==> config.mk <==
export PLATFORM = sky130hd
export DESIGN_NAME = frame_buf_arbiter
export DESIGN_NICKNAME = d
export VERILOG_FILES = /design/src/rtl/sobel_pkg.sv /design/src/rtl/arb_wrptr.sv /design/src/rtl/frame_buf_arbiter.sv
export SDC_FILE = /design/constraint.sdc
export NUM_CORES = 1
export LEC_CHECK = 0
export CAP_MARGIN = 20
export CORE_UTILIZATION = 30
export DETAILED_ROUTE_END_ITERATION = 10
export PLACE_DENSITY = 0.61
export RECOVER_POWER = 50
export SLEW_MARGIN = 20
export SYNTH_ARGS = -nofsm -noshare
export SYNTH_HDL_FRONTEND = slang
export SYNTH_SLANG_ARGS = --single-unit
==> constraint.sdc <==
create_clock -name sclk -period 1.98 [get_ports sclk]
set_input_delay 0.396 -clock sclk [delete_from_list [all_inputs] [get_ports sclk]]
set_output_delay 0.396 -clock sclk [all_outputs]
set_load 0.1 [all_outputs]
==> src/rtl/sobel_pkg.sv <==
// Shared constants and the arbiter state type for the Sobel frame-buffer path.
package sobel_pkg;

    localparam int DATA_W   = 8;
    localparam int ADDR_W   = 14;
    localparam int FRAME_W  = 100;
    localparam int FRAME_H  = 100;
    localparam int DEPTH    = FRAME_W * FRAME_H;
    localparam int MAX_WAIT = 3;

    typedef enum logic {
        ST_FILL = 1'b0,
        ST_RUN  = 1'b1
    } arb_state_t;

endpackage

==> src/rtl/arb_wrptr.sv <==
// Write address counter for the frame buffer: wraps after DEPTH-1 and pulses
// o_frame_done alongside the grant of the last pixel of each frame.
module arb_wrptr #(
    parameter int ADDR_W = sobel_pkg::ADDR_W,
    parameter int DEPTH  = sobel_pkg::DEPTH
) (
    input  logic              sclk,
    input  logic              rst_n,
    input  logic              i_adv,
    output logic [ADDR_W-1:0] o_ptr,
    output logic              o_last,
    output logic              o_frame_done
);

    logic [ADDR_W-1:0] r_ptr;
    logic              r_frame_done;
    logic              w_last;

    assign w_last       = (r_ptr == ADDR_W'(DEPTH - 1));
    assign o_ptr        = r_ptr;
    assign o_last       = w_last;
    assign o_frame_done = r_frame_done;

    always_ff @(posedge sclk or negedge rst_n) begin
        if (!rst_n) begin
            r_ptr        <= '0;
            r_frame_done <= 1'b0;
        end else begin
            r_frame_done <= i_adv && w_last;
            if (i_adv) begin
                r_ptr <= w_last ? '0 : r_ptr + 1'b1;
            end
        end
    end

endmodule

==> src/rtl/frame_buf_arbiter.sv <==
// Single-port frame-buffer arbiter: write priority, forced read after MAX_WAIT
// denials, FILL/RUN phases. Define ARB_STATS_EN to add conflict/starvation counters.
module frame_buf_arbiter
    import sobel_pkg::arb_state_t, sobel_pkg::ST_FILL, sobel_pkg::ST_RUN;
#(
    parameter int DATA_W   = sobel_pkg::DATA_W,
    parameter int ADDR_W   = sobel_pkg::ADDR_W,
    parameter int DEPTH    = sobel_pkg::DEPTH,
    parameter int MAX_WAIT = sobel_pkg::MAX_WAIT
) (
    input  logic              sclk,
    input  logic              rst_n,
    input  logic              wr_req,
    input  logic [DATA_W-1:0] wr_data,
    output logic              wr_ack,
    input  logic              rd_req,
    input  logic [ADDR_W-1:0] rd_addr,
    output logic              rd_ack,
    output logic [DATA_W-1:0] rd_data,
    output logic              rd_valid,
    output logic              frame_done,
    output logic              fill_busy,
    output logic              ram_en,
    output logic              ram_we,
    output logic [ADDR_W-1:0] ram_addr,
    output logic [DATA_W-1:0] ram_wdata,
`ifdef ARB_STATS_EN
    output logic [15:0]       conflict_cnt,
    output logic [15:0]       starve_cnt,
`endif
    input  logic [DATA_W-1:0] ram_rdata
);

    localparam int WAIT_W = $clog2(MAX_WAIT + 1);

    arb_state_t        r_state, w_state_nxt;
    logic [WAIT_W-1:0] r_wait, w_wait_nxt;
    logic              w_rd_forced, w_rd_grant, w_wr_grant;
    logic [ADDR_W-1:0] w_wr_ptr;
    logic              w_wr_last;

    logic              r_wr_ack, r_rd_ack, r_rd_valid, r_fill_busy;
    logic              r_ram_en, r_ram_we;
    logic [ADDR_W-1:0] r_ram_addr;
    logic [DATA_W-1:0] r_ram_wdata;

    arb_wrptr #(
        .ADDR_W (ADDR_W),
        .DEPTH  (DEPTH)
    ) u_wrptr (
        .sclk         (sclk),
        .rst_n        (rst_n),
        .i_adv        (w_wr_grant),
        .o_ptr        (w_wr_ptr),
        .o_last       (w_wr_last),
        .o_frame_done (frame_done)
    );

    always_ff @(posedge sclk or negedge rst_n) begin
        if (!rst_n) begin
            r_state <= ST_FILL;
        end else begin
            r_state <= w_state_nxt;
        end
    end

    // Grant decision, wait counter and next state from the requests sampled this edge.
    always_comb begin
        w_rd_forced = (r_wait == WAIT_W'(MAX_WAIT));
        w_rd_grant  = rd_req && (r_state == ST_RUN) && (!wr_req || w_rd_forced);
        w_wr_grant  = wr_req && !w_rd_grant;

        w_state_nxt = r_state;
        if ((r_state == ST_FILL) && w_wr_grant && w_wr_last) begin
            w_state_nxt = ST_RUN;
        end

        w_wait_nxt = '0;
        if (rd_req && !w_rd_grant) begin
            w_wait_nxt = w_rd_forced ? r_wait : r_wait + 1'b1;
        end
    end

    always_ff @(posedge sclk or negedge rst_n) begin
        if (!rst_n) begin
            r_wait      <= '0;
            r_wr_ack    <= 1'b0;
            r_rd_ack    <= 1'b0;
            r_rd_valid  <= 1'b0;
            r_fill_busy <= 1'b0;
            r_ram_en    <= 1'b0;
            r_ram_we    <= 1'b0;
            r_ram_addr  <= '0;
            r_ram_wdata <= '0;
        end else begin
            r_wait      <= w_wait_nxt;
            r_wr_ack    <= w_wr_grant;
            r_rd_ack    <= w_rd_grant;
            r_rd_valid  <= r_rd_ack;
            // fill_busy reads 0 while in reset and rises on the first clock after it.
            r_fill_busy <= (w_state_nxt == ST_FILL);
            r_ram_en    <= w_wr_grant || w_rd_grant;
            r_ram_we    <= w_wr_grant;
            if (w_wr_grant) begin
                r_ram_addr  <= w_wr_ptr;
                r_ram_wdata <= wr_data;
            end else if (w_rd_grant) begin
                r_ram_addr  <= rd_addr;
            end
        end
    end

    assign wr_ack    = r_wr_ack;
    assign rd_ack    = r_rd_ack;
    assign rd_valid  = r_rd_valid;
    assign rd_data   = r_rd_valid ? ram_rdata : '0;
    assign fill_busy = r_fill_busy;
    assign ram_en    = r_ram_en;
    assign ram_we    = r_ram_we;
    assign ram_addr  = r_ram_addr;
    assign ram_wdata = r_ram_wdata;

`ifdef ARB_STATS_EN
    logic [15:0] r_conflict_cnt, r_starve_cnt;

    always_ff @(posedge sclk or negedge rst_n) begin
        if (!rst_n) begin
            r_conflict_cnt <= '0;
            r_starve_cnt   <= '0;
        end else begin
            if (wr_req && rd_req && (r_conflict_cnt != 16'hFFFF)) begin
                r_conflict_cnt <= r_conflict_cnt + 16'd1;
            end
            // A read granted while a write is pending can only be a forced one.
            if (w_rd_grant && wr_req && (r_starve_cnt != 16'hFFFF)) begin
                r_starve_cnt <= r_starve_cnt + 16'd1;
            end
        end
    end

    assign conflict_cnt = r_conflict_cnt;
    assign starve_cnt   = r_starve_cnt;
`endif

endmodule

==> results of run 1 <==
## registers in the layout (all words and copies together), names as in the netlist
signal,count
ram_addr,14
u_wrptr.o_ptr,14
ram_wdata,8
r_wait,2
fill_busy,1
r_state,1
ram_en,1
ram_we,1
rd_ack,1
rd_valid,1
u_wrptr.o_frame_done,1
## Yosys cell counts, types with 2 or more instances
master,instances,area (sq um)
nand2_1,53,198.9
dfrtp_1,45,1126
nor2_1,18,67.56
a221o_1,11,110.1
and2_1,8,50.05
nand3_1,8,40.04
clkbuf_1,5,18.77
xnor2_1,5,43.79
o21ai_0,4,20.02
xor2_1,4,35.03
mux2i_1,3,30.03
nor3_1,3,15.01
nor4_1,3,18.77
a21oi_1,2,10.01
a22oi_1,2,15.01
a31oi_1,2,12.51
and3_1,2,12.51
buf_1,2,7.510
ha_1,2,25.02
inv_1,2,7.510
nand4_1,2,12.51
## kinds of logic (layout without fill, tap and decap cells)
family	count (synthesis)	in the layout	synth area share
multiplexers	3	3	0.01499
AND/OR/NAND/NOR	105	105	0.2498
AO/OA/AOI/OAI	24	24	0.09619
XOR/XNOR	9	9	0.03935
flip-flops	45	45	0.5621
adder cells (fa/ha/maj)	2	2	0.01249
buffers and inverters	12	100	0.02499
## metrics by stage
stage | instances | setup WS [ns] | util | hold slack (ns)
global route | 365 | 0.05167 | 0.4659 | 0.3268
floorplan | 200 | 0.06309 | - | 0.1004
finish | 365 | 0.1175 | 0.4659 | 0.2431
global placement | 357 | -0.09956 | 0.4594 | 0.3509
detailed placement | 357 | -0.1335 | 0.4594 | 0.3555
CTS | 365 | 0.1073 | 0.4736 | 0.03444
## how the worst max path moves through the flow
stage | depth (start not counted) | startpoint | endpoint
5_1_grt | 7 | wr_req | u_wrptr.o_ptr[13]$_DFFE_PN0P_
3_3_place_gp | 7 | wr_req | u_wrptr.o_ptr[13]$_DFFE_PN0P_
6_report | 5 | r_wait[0]$_DFFE_PN0P_ | u_wrptr.o_ptr[10]$_DFFE_PN0P_
2_1_floorplan | 5 | r_wait[0]$_DFFE_PN0P_ | u_wrptr.o_ptr[10]$_DFFE_PN0P_
4_1_cts | 5 | r_wait[0]$_DFFE_PN0P_ | u_wrptr.o_ptr[10]$_DFFE_PN0P_
3_5_place_dp | 7 | wr_req | u_wrptr.o_ptr[13]$_DFFE_PN0P_
## critical path, delay by kind of cell (launching register included)
kind	cells	cell delay, ns
compound gates	1	0.14
fa+ha+maj	1	0.22
flops	1	0.40
simple gates	3	1.05
## power groups by stage
stage / Clock [mW] / Sequential (mW) / Combinational, mW
global route: 0.630 / 1.21 / 1.10
global placement: 0 / 1.20 / 1.06
CTS: 0.598 / 1.19 / 1.07
detailed placement: 0 / 1.21 / 1.07
floorplan: 0 / 1.67 / 0.254
finish: 0.574 / 1.19 / 1.04
## layer usage
metal / GRT usage / vias up / share of wire
met5: 0 / - / 0
met4: 0.05547 / 0 / 0.013
met3: 0.03165 / 7 / 0.055
met2: 0.2373 / 53 / 0.47
met1: 0.1977 / 822 / 0.46
li1: - / 868 / -
## final cells by class
| cell class | instances | area (sq um) | area share |
|---|---|---|---|
| inverters | 3 | 11.26 | 0.003785 |
| clock buffers | 8 | 90.09 | 0.03028 |
| well taps | 77 | 96.34 | 0.03238 |
| multi-input cells | 143 | 840.8 | 0.2826 |
| repair buffers | 89 | 809.5 | 0.2721 |
| flip-flops and latches | 45 | 1127 | 0.3789 |
==> metrics, run 1 <==
Reg power frac 0.424; setup TNS 0 ns; TritonCTS clock tree built; Max stage delay on crit path 0.49 ns; Worst-path clk slew 0.08 ns; via/cell ratio 4.795; RSZ-0062 raised after global routing no; I/O Pins 71; Sink Count 45; crit path max-delay cell type or4_4; Final nets 323; Root Driver clkbuf_8; hold crit path type input port to asynchronous set/reset pin; DR iter-0 viols 118; switching portion of total power 0.4236; clock share of power 0.205; Starting Density 0.3137; Distinct cells, synth 35; commonest non-fill, non-tap cell in the layout nand2_1; combinational power share 0.371; CP Max Fanout 2; layout cells sized above 1 0.2639; antenna viol nets, final 0; GRT Util Overall 0.1484; final-report max-slew violation count 0; worst reg-to-reg path cell count 5; Final period util 0.9407; worst clock skew 0.007181 ns; Die X 83.72 um; static leakage 1.419 nW; global route overflow 0; Crit Path Category register to register; antenna violations before repair 0; # resized after CTS 0; wire length per cell 13.39 um; number of global-route vias before repair 1708; CTS Buffer Depth 2; syn_nets 236; Tmin final 1.863 ns; core box area 6386 sq um; Synth Register Bits 45; hold buffers post-CTS 0; WP data required 2.21 ns; Most used DFF post-synth dfrtp_1; number of synthesized flops with an enable pin 0; worst-skew pair later-pin latency 0.29 ns; status finished clean; Netlist Area Pre-Place 2003 sq um; Final Hold Fails 0; Port-buffer cells 70; most frequent cells in the layout nand2_1, dfrtp_1, clkdlybuf4s50_1, buf_4, nor2_1; endpoint class of the critical path register; Die H 83.72 um; fin area 2975 sq um; CTS buffer count 5; H-tree depth 2; VDD IR max 442.1 uV; total power draw 2.804 mW; DRT Pass-1 Iters 4; Cell Int Power 1.616 mW; worst reg2reg endpoint u_wrptr.o_ptr[10]$_DFFE_PN0P_; syn avg cell area 10.02 sq um; worst-margin pin slew 0.9931 ns; Via Count 1750; DRC viols 0; GP Congestion 0.8605; Placement Cell Area 2934 sq um; Final setup violation count 0; largest net degree at the start of global routing 26; Synth Warn # 0; row count 29; Rel. slew slack 0.3379; Ant. Diodes 0; Fillers 626; Worst EP arrival 2.09 ns; DRT Wirelength 4.887 mm; fmax 536.9 MHz; ys async rst share 1.000; Syn Inst Count 200; flop2flop setup slack 0.12 ns; Layout area overhead 48.53%; postcts setup bufs 0; hpwl dp 3.759 mm; Max-cap violations 0; CP Cell Sequence ha_1 > and3_4 > or3_4 > or4_4 > a21oi_2; first-pass GRT wire length 8.314 mm; reg-to-reg startpoint r_wait[0]$_DFFE_PN0P_; CP startpoint kind register; power density cells 942.2 nW/um^2; Net Switching 1.188 mW; Seq/Total Area, Yosys 0.5621; Die Area 7008 sq um
Note: power is estimated with default switching activity, not from simulation.
==> inputs of run 2 (changes only) <==
- CORE_MARGIN: unset -> 2
==> metrics, run 2 (synthesis gave the netlist of run 1 again) <==
hpwl dp 3.888 mm (was 3.759 mm); crit path max-delay cell type or4_4 (unchanged); VDD IR max 717.3 uV (was 442.1 uV); hold buffers post-CTS 0 (unchanged); Root Driver clkbuf_8 (unchanged); H-tree depth 2 (unchanged); delay-heaviest family, CP simple AND/OR/NAND/NOR gates (unchanged); CP Cell Sequence ha_1 > and3_4 > or3_4 > or4_4 > a21oi_2 (unchanged); RSZ-0062 raised after global routing no (unchanged); Max-cap violations 0 (unchanged); GP Congestion 0.8348 (was 0.8605); Critical Path End u_wrptr.o_ptr[10]$_DFFE_PN0P_ (unchanged); Max stage delay on crit path 0.49 ns (about the same); DRT Pass-1 Iters 4 (unchanged); Die Area 7347 sq um (was 7008 sq um); core box area 6386 sq um (unchanged); layout cells sized above 1 0.2808 (was 0.2639); Die H 85.72 um (was 83.72 um); Tmin final 1.868 ns (was 1.863 ns); number of global-route vias before repair 1756 (was 1708); Sink Count 45 (unchanged); reg-to-reg startpoint r_wait[0]$_DFFE_PN0P_ (unchanged); DP Cell Count 360 (was 357); DR iter-0 viols 62 (was 118); worst clock skew 0.005363 ns (was 0.007181 ns); Starting Density 0.3137 (unchanged); wire length per cell 13.36 um (was 13.39 um); status finished clean (unchanged); commonest non-fill, non-tap cell in the layout nand2_1 (unchanged); Layout area overhead 50.22% (was 48.53%); GRT Util Overall 0.1464 (was 0.1484); largest net degree at the start of global routing 25 (was 26); flop2flop setup slack 0.11 ns (was 0.12 ns); via/cell ratio 4.732 (was 4.795); Rel. slew slack 0.3547 (was 0.3379); fmax 535.2 MHz (was 536.9 MHz); worst-skew pair later-pin latency 0.29 ns (about the same); antenna violations before repair 0 (unchanged); Via Count 1746 (was 1750); Crit Path Category register to register (unchanged); endpoint class of the critical path register (unchanged); first-pass GRT wire length 8.500 mm (was 8.314 mm); hold slack 0.2290 ns (was 0.2431 ns); Crit path buffers/inverters 0 (unchanged); worst-margin pin slew 0.9679 ns (was 0.9931 ns); Die X 85.72 um (was 83.72 um); pre-CTS setup slack -0.1332 ns (was -0.1335 ns); final-report max-slew violation count 0 (unchanged); Placement Cell Area 2969 sq um (was 2934 sq um); worst reg-to-reg path cell count 5 (unchanged); I/O Pins 71 (unchanged); CP startpoint kind register (unchanged); CTS buffer count 5 (unchanged); DRT Wirelength 4.929 mm (was 4.887 mm); hold crit path type input port to asynchronous set/reset pin (unchanged); instance count on the critical path 5 (unchanged); final setup margin 0.1116 ns (was 0.1175 ns); Final Hold Fails 0 (unchanged); worst reg2reg endpoint u_wrptr.o_ptr[10]$_DFFE_PN0P_ (unchanged); Ant. Diodes 0 (unchanged); Final setup violation count 0 (unchanged); global route overflow 0 (unchanged); row count 29 (unchanged); most frequent cells in the layout nand2_1, dfrtp_1, clkdlybuf4s50_1, buf_4 (was nand2_1, dfrtp_1, clkdlybuf4s50_1, buf_4, nor2_1); CTS Buffer Depth 2 (unchanged); static leakage 1.446 nW (was 1.419 nW); Worst EP arrival 2.09 ns (about the same); Post-Layout Cell Count 369 (was 365); WP data required 2.21 ns (about the same); fin area 3009 sq um (was 2975 sq um); DRC viols 0 (unchanged); Worst-path clk slew 0.08 ns (about the same); CP Max Fanout 2 (unchanged); Final period util 0.9436 (was 0.9407); antenna viol nets, final 0 (unchanged); Worst setup startpoint r_wait[0]$_DFFE_PN0P_ (unchanged); TritonCTS clock tree built (unchanged); Fillers 645 (was 626); Final nets 327 (was 323); power density cells 914.2 nW/um^2 (was 942.2 nW/um^2); Port-buffer cells 70 (unchanged)
run 2: worst min-delay path by stage:
| stage | depth (start not counted) | from | to |
|---|---|---|---|
| 4_1_cts | 1 | rst_n | r_state$_DFF_PN0_ |
| 2_1_floorplan | 0 | rst_n | fill_busy$_DFF_PN0_ |
| 3_5_place_dp | 1 | rst_n | r_state$_DFF_PN0_ |
| 3_3_place_gp | 1 | rst_n | fill_busy$_DFF_PN0_ |
| 6_report | 1 | rst_n | u_wrptr.o_frame_done$_DFF_PN0_ |
| 5_1_grt | 1 | rst_n | ram_wdata[7]$_DFFE_PN0P_ |
run 2: stage by stage:
step           power, mW    util  TNS, ns
2_1_floorplan      1.922       -        0
3_3_place_gp       2.248  0.4649  -0.7834
3_5_place_dp       2.258  0.4649   -1.061
4_1_cts            2.804  0.4779        0
5_1_grt            2.900  0.4712        0
6_report           2.751  0.4712        0
run 2: what timing repair did:
action,in CTS,in global routing
buffers inserted,0,1
resized for setup,0,0
endpoints found under the setup margin,0,1
run 2: per-layer routing:
layer / track usage / vias to the layer above / routed length (um)
li1: - / 870 / -
met1: 0.2016 / 811 / 2241
met2: 0.2273 / 58 / 2292
met3: 0.03754 / 7 / 307
met4: 0.04618 / 0 / 87
met5: 0 / - / 0
run 2: worst reg2reg max path, stage by stage (launching register included):
cell and delay (ns):
dfrtp_1 0.39, ha_1 0.21, and3_4 0.19, or3_4 0.38, or4_4 0.49, a21oi_2 0.14
run 2: cell type report:
type / count / area (sq um) / area share
flip-flops and latches: 45 / 1127 / 0.3746
repair buffers: 93 / 850.8 / 0.2827
multi-input cells: 143 / 840.8 / 0.2794
well taps: 77 / 96.34 / 0.03202
clock buffers: 6 / 72.57 / 0.02412
inverters: 3 / 11.26 / 0.003742
clock inverters: 2 / 10.01 / 0.003326
run 2: report_power, final:
group / internal (mW) / switching [mW] / total (mW) / leakage, nW
Combinational: 0.277 / 0.741 / 1.02 / 0.824
Sequential: 1.05 / 0.141 / 1.19 / 0.577
Clock: 0.245 / 0.302 / 0.547 / 0.0450
Total: 1.57 / 1.18 / 2.75 / 1.45
==> RTL change 1 (flow settings as in run 2) <==
Change the package constant `MAX_WAIT` from 3 to 5.
--- a/src/rtl/sobel_pkg.sv
+++ b/src/rtl/sobel_pkg.sv
@@ -7,5 +7,5 @@
     localparam int FRAME_H  = 100;
     localparam int DEPTH    = FRAME_W * FRAME_H;
-    localparam int MAX_WAIT = 3;
+    localparam int MAX_WAIT = 5;
 
     typedef enum logic {
Formal check against the unedited RTL: same outputs for any inputs over 10 cycles, from zero or initial values and one cycle with rst_n low; that may be too few to reach the edited logic, so the function may still have changed.
==> RTL change 1 against run 2 <==
Wire length fell by 0.10%; final area is 3.1% lower; non-clock buffer count is 12 lower; total power decreased by 0.25%; cell count fell by 2.7%; hold slack improved by 0.016 ns; clock power grew 4.2%; sequential cell count rose by 1; worst setup slack gained 0.12 ns; via count decreased by 1.6%; synthesized area increased by 0.50%; core utilization decreased by 1.7 points; die area is 0.48% higher; sequential share of layout area up 2.0 points.
==> RTL change 1: results (changes against run 2) <==
* Post-Place Cells at 352 (-2.2%)
* Async SR Flop Fraction at 100% (unchanged)
* Fin nets at 319 (-2.4%)
* First drt pass iteration count at 5 (+1)
* Slowest CP cell: nor4b_1
* Initial DRC count at 122 (+97%)
* CTS Buf Count at 5 (unchanged)
* Max stage delay on crit path at 0.45 ns (-0.04 ns)
* Met2 GRT Util at 22.9% (+0.18 points)
* Synth Area in Compound Gates at 10.6% (+0.95 points)
* Area contributors post-synth: dfrtp_1 (57%), nand2_1 (8.6%), a221o_1 (4.5%)
* WL met3 at 432 um (+41%)
* Synthesized-area fraction occupied by adder cells at 1.86% (+0.62 points)
* Largest net degree at the start of global routing at 29 (+16%)
* DPL Wire Length at 3.72 mm (-4.4%)
* Placed Area at 2910 um2 (-2.1%)
* Routed wl met2 at 2.19 mm (-4.5%)
* Final setup margin at 0.235 ns (+0.123 ns)
* CP arrival at 1.92 ns (-0.17 ns)
* Status: finished clean
* Clock skew at 0.00667 ns (+0.00130 ns)
* First-pass GRT wire length at 8.34 mm (-1.9%)
* Avg Cell Area, Syn at 9.97 um2 (-0.50%)
* Clock Power at 0.000570 W (+4.2%)
* Max Used Layer: met4
* Routed vias at 1718 (-1.6%)
* WL/cell at 13.7 um (+2.7%)
* Sw Pwr at 0.00114 W (-3.5%)
* Routability Congestion at 0.880 (+5.4%)
* Seq pwr share at 43.3% (+0.2 points)
* Cell variety after synth at 31 (-11%)
* Slew @ Worst Pin at 1.01 ns (+0.0407 ns)
* Met1 Usage GRT at 19.1% (-1.1 points)
* Post-Syn Nets at 239 (+1.3%)
* Synth Area in XOR/XNOR at 3.48% (-0.45 points)
* Ratio of cells with drive above 1 in the final layout at 22.3% (-5.7 points)
* Worst Setup SP: u_wrptr.o_ptr[12]$_DFFE_PN0P_
* Final WL at 4.92 mm (-0.10%)
* Top post-synthesis cells by count: dfrtp_1 (46), nand2_1 (46), nor2_1 (18), a221o_1 (9)
* Sequential area share after synthesis at 57.2% (+0.96 points)
* All-Layer GR Usage at 14.3% (-0.34 points)
* Mux share of post-synthesis cell area at 0.497% (-1.0 points)
* Pre-CTS setup slack at 0.0719 ns (+0.205 ns)
* RR Endpoint: u_wrptr.o_ptr[8]$_DFFE_PN0P_
* Worst r2r path cells at 4 (-1)
* Critical path endpoint: u_wrptr.o_ptr[8]$_DFFE_PN0P_
* Worst-path maximum fanout at 6 (+4)
* Leakage at 1.41 nW (-2.7%)
* PortBufs at 70 (unchanged)
* WL met1 at 2.29 mm (+2.0%)
RTL change 1: cell types whose count changed after synthesis, moves of 3 or more:
cell      delta
nand4_1      +4
nand2_1      -7
nor4_1       -3
buf_2        +3
or3_1        +3
a222oi_1     +4
inv_1        +6
RTL change 1: layout make-up:
type,count,area (um2)
Fill cell,617,3510
Sequential cell,46,1150
Timing Repair Buffer,81,752
Tap cell,77,96.3
Inverter,9,33.8
Clock buffer,7,86.3
Multi-Input combinational cell,139,796
RTL change 1: metrics by stage:
stage | power, W | hold WS (ns)
after detailed placement | 0.00223 | 0.369
after CTS | 0.00281 | 0.0425
after global routing | 0.00290 | 0.315
final | 0.00274 | 0.245
after global placement | 0.00222 | 0.359
after floorplan | 0.00190 | 0.100
RTL change 1: cells by family after synthesis:
logic type	count (synthesis)
compound gates	27
xor+xnor	8
fa+ha+maj	3
buf+inv	17
flops	46
mux	1
simple gates	100
RTL change 1: worst max-delay path, delay by kind of cell (launching register included):
kind          cells  cell delay (ns)
simple gates      4             1.19
flops             1             0.43
==> RTL change 2 (flow settings as in run 2) <==
Made on the original files. The option `ARB_STATS_EN` is turned on by a define.
--- a/src/rtl/frame_buf_arbiter.sv
+++ b/src/rtl/frame_buf_arbiter.sv
@@ -1,4 +1,6 @@
 // Single-port frame-buffer arbiter: write priority, forced read after MAX_WAIT
 // denials, FILL/RUN phases. Define ARB_STATS_EN to add conflict/starvation counters.
+`define ARB_STATS_EN
+
 module frame_buf_arbiter
     import sobel_pkg::arb_state_t, sobel_pkg::ST_FILL, sobel_pkg::ST_RUN;
Check against the original RTL (old outputs only; new: conflict_cnt and starve_cnt): equivalent (Yosys induction, for registers that start in step).
==> RTL change 2 against run 2 <==
Clock skew up 0.0034 ns; largest cell class unchanged; maximum frequency up 4.8%; largest power group unchanged; synthesized area up 74%; worst setup slack better by 0.086 ns; wire length up 70%; sequential cell count up 32; total power up 86%; final area up 68%.
==> RTL change 2: results (changes against run 2) <==
* Met1 Usage GRT at 18.6% (-1.5 points)
* Routed vias at 2799 (+60%)
* Clk root buf: clkbuf_16
* Worst Setup SP: rd_req
* Routability Congestion at 0.782 (-6.3%)
* Slowest CP cell: clkdlybuf4s50_1
* DPL Wire Length at 6.32 mm (+63%)
* Top post-synthesis cells by count: dfrtp_1 (77), nand2_1 (52), inv_1 (21), xnor2_1 (21), xor2_1 (18)
* Relative slew slack at 56.2% (+21 points)
* Fin nets at 484 (+48%)
* Worst r2r path cells at 5 (unchanged)
* Clock Latency Late Sink at 0.33 ns (+0.04 ns)
* CP arrival at 2.03 ns (-0.06 ns)
* Area contributors post-synth: dfrtp_1 (55%), nand2_1 (5.6%), xnor2_1 (5.3%)
* Avg Cell Area, Syn at 11.1 um2 (+11%)
* First-pass GRT wire length at 14.0 mm (+64%)
* Critical path endpoint: starve_cnt[15]$_DFFE_PN0P_
* All-Layer GR Usage at 13.8% (-0.88 points)
* Flop2flop setup slack at 0.23 ns (+0.12 ns)
* Status: finished clean
* Pre-CTS setup slack at -0.183 ns (-0.0503 ns)
* Met2 GRT Util at 20.6% (-2.1 points)
* Clock slew at the register clock pins of the worst setup and hold paths at 0.06 ns (-0.02 ns)
* Final WL at 8.39 mm (+70%)
* CTS Buf Count at 9 (+4)
* Max stage delay on crit path at 0.61 ns (+0.12 ns)
* PortBufs at 102 (+46%)
* Largest net degree at the start of global routing at 34 (+36%)
* Post-Place Cells at 577 (+60%)
* Cell variety after synth at 46 (+31%)
* Min-delay worst type: flip-flop to flip-flop
* Ratio of cells with drive above 1 in the final layout at 36.1% (+8.1 points)
* VDD IR max at 1060 uV (+48%)
* FILL cells at 1084 (+68%)
* H-Tree Depth at 3 (+1)
RTL change 2: cell count changes in the layout (fill, tap and decap cells not counted), sizes merged, moves of 4 or more:
cell | before | now
inv | 2 | 21
and2 | 8 | 12
xor2 | 4 | 18
clkbuf | 26 | 44
a221o | 11 | 1
nor3 | 3 | 14
buf | 41 | 60
nand3 | 8 | 14
nand4 | 3 | 10
xnor2 | 5 | 21
nor2 | 18 | 13
dfrtp | 45 | 77
a222oi | 0 | 12
RTL change 2: worst min path at each step:
stage | depth (start not counted) | start | slack [ns] | to
final | 0 | rd_ack$_DFF_PN0_ | 0.39 | rd_valid$_DFF_PN0_
after global placement | 1 | rst_n | 0.33 | conflict_cnt[14]$_DFFE_PN0P_
after CTS | 0 | rd_ack$_DFF_PN0_ | 0.39 | rd_valid$_DFF_PN0_
after detailed placement | 1 | rst_n | 0.34 | conflict_cnt[14]$_DFFE_PN0P_
after floorplan | 0 | rst_n | 0.10 | conflict_cnt[0]$_DFFE_PN0P_
after global routing | 0 | rd_ack$_DFF_PN0_ | 0.42 | rd_valid$_DFF_PN0_
RTL change 2: layout make-up:
cell class                 instances  area share, %
multi-input combinational        210           28.8
sequential                        77           38.9
timing repair buffer             127           21.4
clock inverter                     6           1.26
clock buffer                      10           4.53
inverter                          21           1.56
tap                              143           3.54
RTL change 2: critical path: cells and delay by family:
| kind | cells | cell delay [ns] |
|---|---|---|
| xor gates and xnor gates | 1 | 0.16 |
| buffers and inverters | 1 | 0.61 |
| and+or+nand+nor | 4 | 0.86 |
RTL change 2: through the flow:
| step | power [W] | instance area, um2 |
|---|---|---|
| 6_report | 0.00513 | 5050 |
| 5_1_grt | 0.00536 | 5050 |
| 4_1_cts | 0.00525 | 5150 |
| 3_5_place_dp | 0.00361 | 4840 |
| 3_3_place_gp | 0.00357 | 4840 |
| 2_1_floorplan | 0.00314 | 3530 |
RTL change 2: kinds of logic after synthesis:
group	share of synthesized area, %
compound gates	6.94
xor+xnor	9.81
fa+ha+maj	1.44
buf+inv	3.06
flops	55.4
mux	1.80
simple gates	21.6
RTL change 2: where the power goes:
group | switching, W | internal [W]
clock | 0.000646 | 0.000974
sequential | 0.000207 | 0.00177
combinational | 0.00119 | 0.000348
RTL change 2: repair_timing:
action | CTS | global route
gates resized for setup | 0 | 1
hold endpoints to repair | 23 | 0
setup endpoints to repair | 0 | 1
hold buffers | 1 | 0
RTL change 2: routing by layer:
metal  up-vias  routed length, um
li1       1356                  -
met1      1340               3870
met2        97               3700
met3         6                743
met4         0                 71
met5         -                  0
